--- config.mk ---
export PLATFORM = sky130hd
export DESIGN_NAME = rlbp_phase_sequencer
export DESIGN_NICKNAME = d
export VERILOG_FILES = /design/src/rtl/rlbp_seq_pkg.sv /design/src/rtl/rlbp_phase_window.sv /design/src/rtl/rlbp_phase_sequencer.sv
export SDC_FILE = /design/constraint.sdc
export NUM_CORES = 1
export LEC_CHECK = 0
export CAP_MARGIN = 15
export CORE_MARGIN = 2
export CORE_UTILIZATION = 40
export DETAILED_ROUTE_END_ITERATION = 12
export SYNTH_ARGS = -nofsm -noshare
export SYNTH_HDL_FRONTEND = slang
export SYNTH_SLANG_ARGS = --single-unit
--- constraint.sdc ---
create_clock -name wb_clk_i -period 9.36 [get_ports wb_clk_i]
set_clock_uncertainty 0.2 [all_clocks]
set_input_delay 1.404 -clock wb_clk_i [delete_from_list [all_inputs] [get_ports wb_clk_i]]
set_output_delay 1.404 -clock wb_clk_i [all_outputs]
set_load 0.05 [all_outputs]
--- src/rtl/rlbp_seq_pkg.sv ---
// rtl/rlbp_seq_pkg.sv - shared types and constants for the RLBP phase sequencer
package rlbp_seq_pkg;

    localparam int NCH_DEF = 6;
    localparam int TW_DEF  = 11;
    localparam int CW_DEF  = 12;

    typedef enum logic [1:0] {
        ST_IDLE = 2'd0,
        ST_LOAD = 2'd1,
        ST_RUN  = 2'd2,
        ST_DONE = 2'd3
    } seq_state_t;

    // phase_out[k] drives pixel pin out_<CH_OUT_NUM[k]>; out_6 does not exist
    localparam int CH_OUT_NUM [NCH_DEF] = '{1, 2, 3, 4, 5, 7};

    function automatic int ch_out_num(input int k);
        return CH_OUT_NUM[k];
    endfunction

endpackage

--- src/rtl/rlbp_phase_window.sv ---
// rtl/rlbp_phase_window.sv - registered up/down window comparator for one phase channel
module rlbp_phase_window
    import rlbp_seq_pkg::*;
#(
    parameter int TW = TW_DEF,
    parameter int CW = CW_DEF
) (
    input  logic          wb_clk_i,
    input  logic          wb_rst_i,
    input  logic          en,
    input  logic [TW-1:0] up,
    input  logic [TW-1:0] down,
    input  logic [CW-1:0] cnt,
    output logic          win
);

    logic [CW-1:0] up_ext;
    logic [CW-1:0] down_ext;

    assign up_ext   = CW'(up);
    assign down_ext = CW'(down);

    always_ff @(posedge wb_clk_i or posedge wb_rst_i) begin
        if (wb_rst_i) begin
            win <= 1'b0;
        end else begin
            win <= en && (up_ext <= cnt) && (cnt < down_ext);
        end
    end

endmodule

--- src/rtl/rlbp_phase_sequencer.sv ---
// rtl/rlbp_phase_sequencer.sv - frame timing FSM driving pixel reset and phase windows
module rlbp_phase_sequencer
    import rlbp_seq_pkg::*;
#(
    parameter int NCH = NCH_DEF,
    parameter int TW  = TW_DEF,
    parameter int CW  = CW_DEF
) (
    input  logic              wb_clk_i,
    input  logic              wb_rst_i,
    input  logic              start,
    input  logic              abort,
    input  logic [NCH*TW-1:0] time_up,
    input  logic [NCH*TW-1:0] time_down,
    input  logic [CW-1:0]     count,
    input  logic [CW-1:0]     q,
    output logic              rst_o,
    output logic [NCH-1:0]    phase_out,
    output logic              busy,
    output logic              done,
    output logic              err,
    output logic [CW-1:0]     frame_idx
);

    seq_state_t state, state_n;
    logic [CW-1:0]     cnt, cnt_n;
    logic [CW-1:0]     frame, frame_n;
    logic [CW-1:0]     len_sh, len_n;
    logic [CW-1:0]     rep_sh, rep_n;
    logic [NCH*TW-1:0] up_sh, up_n;
    logic [NCH*TW-1:0] down_sh, down_n;
    logic              bad_cfg;
    logic              frame_end;
    logic              last_frame;
    logic              err_n;

    assign bad_cfg    = (count == '0) || (q == '0);
    assign frame_end  = (cnt == len_sh - CW'(1));
    assign last_frame = (frame == rep_sh - CW'(1));

    always_comb begin
        state_n = state;
        cnt_n   = cnt;
        frame_n = frame;
        len_n   = len_sh;
        rep_n   = rep_sh;
        up_n    = up_sh;
        down_n  = down_sh;
        err_n   = 1'b0;
        if (abort) begin
            state_n = ST_IDLE;
            cnt_n   = '0;
            frame_n = '0;
        end else begin
            case (state)
                ST_IDLE: begin
                    if (start) state_n = ST_LOAD;
                end
                ST_LOAD: begin
                    len_n   = count;
                    rep_n   = q;
                    up_n    = time_up;
                    down_n  = time_down;
                    cnt_n   = '0;
                    frame_n = '0;
                    if (bad_cfg) begin
                        state_n = ST_IDLE;
                        err_n   = 1'b1;
                    end else begin
                        state_n = ST_RUN;
                    end
                end
                ST_RUN: begin
                    if (frame_end) begin
                        cnt_n = '0;
                        if (last_frame) begin
                            state_n = ST_DONE;
                            frame_n = '0;
                        end else begin
                            frame_n = frame + CW'(1);
                        end
                    end else begin
                        cnt_n = cnt + CW'(1);
                    end
                end
                ST_DONE: state_n = ST_IDLE;
                default: state_n = ST_IDLE;
            endcase
        end
    end

    // Outputs are registered from next-state values so they line up with the state they describe
    always_ff @(posedge wb_clk_i or posedge wb_rst_i) begin
        if (wb_rst_i) begin
            state     <= ST_IDLE;
            cnt       <= '0;
            frame     <= '0;
            len_sh    <= '0;
            rep_sh    <= '0;
            up_sh     <= '0;
            down_sh   <= '0;
            rst_o     <= 1'b0;
            busy      <= 1'b0;
            done      <= 1'b0;
            err       <= 1'b0;
            frame_idx <= '0;
        end else begin
            state     <= state_n;
            cnt       <= cnt_n;
            frame     <= frame_n;
            len_sh    <= len_n;
            rep_sh    <= rep_n;
            up_sh     <= up_n;
            down_sh   <= down_n;
            rst_o     <= (state_n == ST_RUN) && (cnt_n == '0);
            busy      <= (state_n != ST_IDLE);
            done      <= (state_n == ST_DONE);
            err       <= err_n;
            frame_idx <= frame_n;
        end
    end

    for (genvar k = 0; k < NCH; k++) begin : g_ch
        rlbp_phase_window #(
            .TW (TW),
            .CW (CW)
        ) u_win (
            .wb_clk_i (wb_clk_i),
            .wb_rst_i (wb_rst_i),
            .en       (state_n == ST_RUN),
            .up       (up_n[k*TW +: TW]),
            .down     (down_n[k*TW +: TW]),
            .cnt      (cnt_n),
            .win      (phase_out[k])
        );
    end

endmodule

---- After elaboration in Yosys (flattened, before gate mapping) ----
Index checks and enable logic that the tools add are counted.
word-level totals
  register bits after elaboration ......... 192
  word-level logic and storage cells ...... 84
cells by class
  add/sub/neg operators ................... 4
  magnitude comparators ................... 12
  equality and inequality tests ........... 8
  mux-type cells .......................... 20
  bitwise logic cells ..................... 1
  reduce and logical (&&, ||, !) cells .... 22
operators by type and width
  kind                   number
  $mux 66                4
  $le 11x12->1           6
  $lt 12x11->1           6
  $mux 12                5
  $pmux 12 s2            2
  $logic_not 12->1       3
  $add 12x1->12 const B  2
  $eq 12x12->1           2
  $sub 12x1->12 const B  2
  $logic_and 1x1->1      13
  $mux 2                 5
  $eq 2x2->1 const B     4
  $pmux 2 s4             1
  $reduce_and 2->1       2
  $mux 1                 3
  $ne 3x3->1 const B     1
  $reduce_bool 3->1      1
  $eq 2x1->1 const B     1
  $logic_not 2->1        1
  $reduce_bool 2->1      1
  $logic_or 1x1->1       1
  $not 1->1              1

---- Longest topological paths before layout ----
  word-level depth ........................ 9
  gate-level depth with buffers ........... 20
  mapped depth without buffers ............ 19

---- By module ----
Synthesis repeated with hierarchy kept, for this count alone.
unflattened totals
  cell total of the unflattened synthesis .. 1135
  area, all modules ....................... 11999.0 µm²
modules (own cells, without submodules)
  module                                  instances  cells an instance  area an instance (µm²)  sequential area each (µm²)
  rlbp_phase_sequencer                    1          680                8495.6                  4654.5
  rlbp_phase_window at g_ch[3].u_win ...  3          76                 588.1                   25.0
  rlbp_phase_window at g_ch[0].u_win ...  2          76                 581.8                   25.0
  rlbp_phase_window at g_ch[2].u_win      1          75                 575.6                   25.0

---- Least setup slack after synthesis ----
No wires, ideal clock.
  path type ............................... input -> register
  from .................................... input port abort
  to ...................................... register g_ch[4].u_win.win
  library setup time ...................... 67 ps
  arrival time ............................ 5246 ps
  data required time ...................... 9093 ps
  setup slack ............................. 3847 ps
  cell stages on the path ................. 15
  path buffers ............................ 6
  path through ............................ clkbuf_1 > nor2b_1 > clkbuf_1 > clkbuf_1 > clkbuf_1 > clkbuf_1 > buf_1 > mux2i_1 > ha_1 > or3_1 > or3b_2 > nor3_1 > a2111oi_0 > o21ai_0 > o2111a_1
on the way
  longest elaborated chain between the ends .. 4
  elaborated cells on any way between the ends .. 9
  classes of those cells .................. order compare (2); eq/ne (1); mux (4); reduce/logical (2)
ends and longest elaborated chain
  item                                        line                                                  source
  start, declared                             rlbp_phase_sequencer.sv:12                            input logic abort,
  $mux 66 (tied with other cells)             rlbp_phase_sequencer.sv:50                            if (abort) begin
  $le 11x12->1 or $eq 2x2->1 (tied branches)  rlbp_phase_window.sv:27, rlbp_phase_sequencer.sv:130
  $logic_and 1x1->1                           rlbp_phase_window.sv:27                               win <= en && (up_ext <= cnt) && (cnt < down_ext);
  $logic_and 1x1->1 *                         rlbp_phase_window.sv:27
  end signal, assigned                        rlbp_phase_window.sv:27
  end, declared                               rlbp_phase_window.sv:14                               output logic win
Mark *: on every way between the ends. The rest lies on a longest branch, timed or not.
A chain may end at the register's enable or synchronous reset.

---- Worst setup path after layout ----
  from .................................... register len_sh[3]
  to ...................................... register g_ch[4].u_win.win
on the way
  longest elaborated chain between the ends .. 8
  elaborated cells on any way between the ends .. 13
  classes of those cells .................. add/sub (1); order compare (2); eq/ne (2); mux (6); reduce/logical (2)
ends and longest elaborated chain
  item                    line                         source
  start, declared         rlbp_phase_sequencer.sv:28   logic [CW-1:0] len_sh, len_n;
  start signal, assigned  rlbp_phase_sequencer.sv:111  len_sh <= len_n;
  $sub 12x1->12 *         rlbp_phase_sequencer.sv:38   assign frame_end = (cnt == len_sh - CW'(1));
  $eq 12x12->1 *          rlbp_phase_sequencer.sv:38
  $mux 12 *               rlbp_phase_sequencer.sv:74   if (frame_end) begin
  $pmux 12 s2 *           rlbp_phase_sequencer.sv:55   case (state)
  $mux 12 *               rlbp_phase_sequencer.sv:50
  net cnt_n[3]            rlbp_phase_sequencer.sv:26   logic [CW-1:0] cnt, cnt_n;
  $le 11x12->1            rlbp_phase_window.sv:27
  $logic_and 1x1->1       rlbp_phase_window.sv:27
  $logic_and 1x1->1 *     rlbp_phase_window.sv:27
Mark *: on every way through the listed nets, which the timed path passes. The rest lies on a longest branch.

==> run_results.csv <==
group,metric,value,unit
clock_tree,clk_latency,0.45,ns
routing,drt_iter0_markers,647,
worst_setup_path,arrival,6.22,ns
synthesis,syn_inst,1098,
routing,wl_met3,1260,µm
worst_hold_path,hold_class,"flip-flop to flip-flop",
clock_tree,cts_htree_levels,4,
synthesis,syn_area,0.0117,mm²
routing,met1_length,15100,µm
routing,routed.top_layer,"met4",
placed_design,pre_cts_ws,3.36,ns
synthesis,avgSynthCellArea,10.7,µm²
sta,setup_viol_count_final,0,
synthesis,ys_top_cells_by_area,"dfrtp_1 41%, ha_1 13%, mux2_2 8.3%",
placed_design,gp_congestion,0.830,
die,initial_core_util,40.7,%
worst_hold_path,min-delay-start,"down_sh[48]$_DFF_PP0_",
routing,drc,0,
synthesis,async_flop_share,100,%
clock_tree,cts_resized,0,
synthesis,synthTopCellsByCount,"192 x dfrtp_1, 121 x ha_1, 95 x inv_1",
global_route,grt_use_total,20.7,%
cells_and_area,antenna_cells,0,
synthesis,synth-seq-area-share,41.0,%
worst_setup_path,cpMaxStageDelayCell,"o31ai_2",
die,rows,62,
worst_setup_path,path_buf_inv,2,
sta,worst_pin_slew,1.15,ns
synthesis,netlist.area_leader.share,41.0,%
synthesis,synth-edff-count,0,
routing,drtPass1Iterations,4,
synthesis,synth_nets,1379,
clock_tree,clkSinkCount,192,
clock_tree,post-cts-setup-buffers,0,
synthesis,ys.flop_type,"dfrtp_1",
pwr,leakage,6.42,nW
worst_setup_path,end_kind,"flip-flop",
sta,drv_slew,0,
global_route,grt_pass1_vias,8788,
die,core_area,0.0288,mm²
worst_setup_path,reg2regPathDepth,16,
placed_design,dp_hpwl,23200,µm
die,die_height,175,µm
clock_tree,cts_tree,"yes",
sta,maxSlewHeadroom,23.2,%
global_route,antenna_found_initial,0,
worst_setup_path,r2r-end,"g_ch[4].u_win.win$_DFF_PP0_",
outcome,status,"completed",
cells_and_area,nets,1544,
worst_setup_path,r2r_start,"len_sh[3]$_DFFE_PP0P_",
placed_design,place.port_buffers,181,
global_route,grt_max_degree,127,
pwr,powerDensity,220,mW/mm²
job,cap_violations,0,
worst_setup_path,cp_top_family,"simple AND/OR/NAND/NOR gates",
routing,ant_nets,0,
worst_setup_path,critPathRequiredTime,9.54,ns
die,ios,182,
worst_setup_path,critical_path_class,"flip-flop to flip-flop",
die,die_x,175,µm
clock_tree,root_buffer,"clkbuf_16",
routing,num_vias,8826,
cells_and_area,drive_gt1_share,12.1,%
sta,post-route-period-util,64.5,%
cells_and_area,seqCellArea,0.00480,mm²
clock_tree,cts_buffers,17,
pwr,ir_worst_vdd,0.112,mV
sta,fmax,166,MHz
sta,hold_viol,0,
cells_and_area,fillers,2646,
clock_tree,path_clk_slew,0.08,ns
synthesis,yosysTopAreaCell,"dfrtp_1",
synthesis,synthDistinctLibCells,82,
cells_and_area,final_util,50.2,%
cells_and_area,multi_input_area,0.00633,mm²
routing,wl_met2,14400,µm
synthesis,ys_warn_count,0,
worst_setup_path,critical_path.max_stage_delay,0.83,ns
clock_tree,hold_buffers,0,
cells_and_area,area_growth,23.4,%
global_route,gr-total-overflow,0,
sta,fin_tns_setup,0,ns
sta,fin_crit,6.04,ns
worst_hold_path,holdPathEnd,"down_sh[48]$_DFF_PP0_",
synthesis,synthMostInstantiatedCell,"dfrtp_1",
die,dieArea,0.0307,mm²
routing,detail_route.wirelength,31000,µm
worst_setup_path,r2r_slack,3.32,ns
routing,wire_per_inst,18.7,µm
worst_hold_path,min_path_cells,2,
synthesis,synth_seq_cells,192,
routing,vias_per_cell,5.32,
global_route,grt_pass1_wl,49200,µm
sta,setup_ws,3.32,ns
worst_setup_path,worstSetupStartpointType,"flip-flop",
worst_setup_path,cp_cell_sequence,"nor4_1 > nand3_1 > xnor2_1 > a2111o_1 > o31ai_2 > nor2_1 > a32oi_1 > buf_4 > inv_1 > ha_1 > or3_1 > or3b_2 > nor3_1 > a2111oi_0 > o21ai_0 > o2111a_1",
sta,rsz0062_at_grt,"no",
clock_tree,cts_buffer_depth,2,
worst_setup_path,crit_fanout,14,
==> per-layer routing <==
| metal | vias to the layer above | track usage (%) |
|---|---|---|
| met5 | - | 0 |
| met1 | 4257 | 29.6 |
| met3 | 24 | 3.22 |
| li1 | 4310 | - |
| met2 | 235 | 33.1 |
| met4 | 0 | 4.51 |
==> worst max-delay path by stage <==
stage,from,end,slack [ns],cells after the start
2_1_floorplan,wb_rst_i,busy$_DFF_PP0_,2.53,1
3_3_place_gp,len_sh[3]$_DFFE_PP0P_,g_ch[0].u_win.win$_DFF_PP0_,3.38,14
3_5_place_dp,len_sh[3]$_DFFE_PP0P_,g_ch[5].u_win.win$_DFF_PP0_,3.36,14
4_1_cts,len_sh[3]$_DFFE_PP0P_,g_ch[0].u_win.win$_DFF_PP0_,3.26,14
5_1_grt,len_sh[0]$_DFFE_PP0P_,g_ch[0].u_win.win$_DFF_PP0_,2.85,16
6_report,len_sh[3]$_DFFE_PP0P_,g_ch[4].u_win.win$_DFF_PP0_,3.32,16
==> metrics by stage <==
stage          cells  instance area (µm²)  total power (W)  hold WS, ns
6_report        1660                14500          0.00318        0.290
5_1_grt         1660                14500          0.00343        0.315
4_1_cts         1660                14500          0.00321        0.290
3_5_place_dp    1628                13900          0.00248        0.272
3_3_place_gp    1628                13900          0.00245        0.272
2_1_floorplan   1098                11700          0.00214        0.238
==> layout make-up <==
class                      count  area share (%)
sequential                   192            33.2
inverter                      98            2.63
tap                          384            3.32
clock inverter                15           0.995
clock buffer                  17            2.94
multi-input combinational    764            43.8
timing repair buffer         190            13.1
==> report_power, final <==
group | internal, W | leakage (nW) | switching, W
combinational | 0.000580 | 3.80 | 0.000631
sequential | 0.00112 | 2.35 | 0.000134
clock | 0.000354 | 0.276 | 0.000366
==> registers in the layout (all words and copies together), names as in the netlist, 2 cells and up <==
name and cells:
cnt 12, down_sh 66, frame 12, g_ch.u_win.win 6, len_sh 12, rep_sh 12
state 2, up_sh 66
==> cells by family after synthesis <==
family / share of synthesized area, %
adder cells (fa/ha/maj): 13.1
AO/OA/AOI/OAI: 11.6
flip-flops: 41.0
XOR/XNOR: 2.99
buffers and inverters: 5.02
multiplexers: 14.2
AND/OR/NAND/NOR: 12.1
==> layout by cell type, fill, tap and decap left out, types with 22 or more instances in the layout <==
cell / Yosys / final
nor3_1: 25 / 25
xnor2_1: 24 / 24
inv_1: 95 / 94
nand3_1: 22 / 22
nand2_1: 46 / 46
mux2_2: 86 / 86
a21oi_1: 29 / 29
nor2_1: 44 / 44
mux2i_1: 69 / 69
o21ai_0: 37 / 37
clkdlybuf4s50_1: 0 / 181
a21o_1: 22 / 22
dfrtp_1: 192 / 192
ha_1: 121 / 121
==> tightest hold or removal path: cells and delay by family, from the launching register on <==
family | cells | cell delay (ns)
mux | 1 | 0.08
flops | 1 | 0.33
buf+inv | 1 | 0.06
No activity file was read; power rests on OpenSTA's default activity.
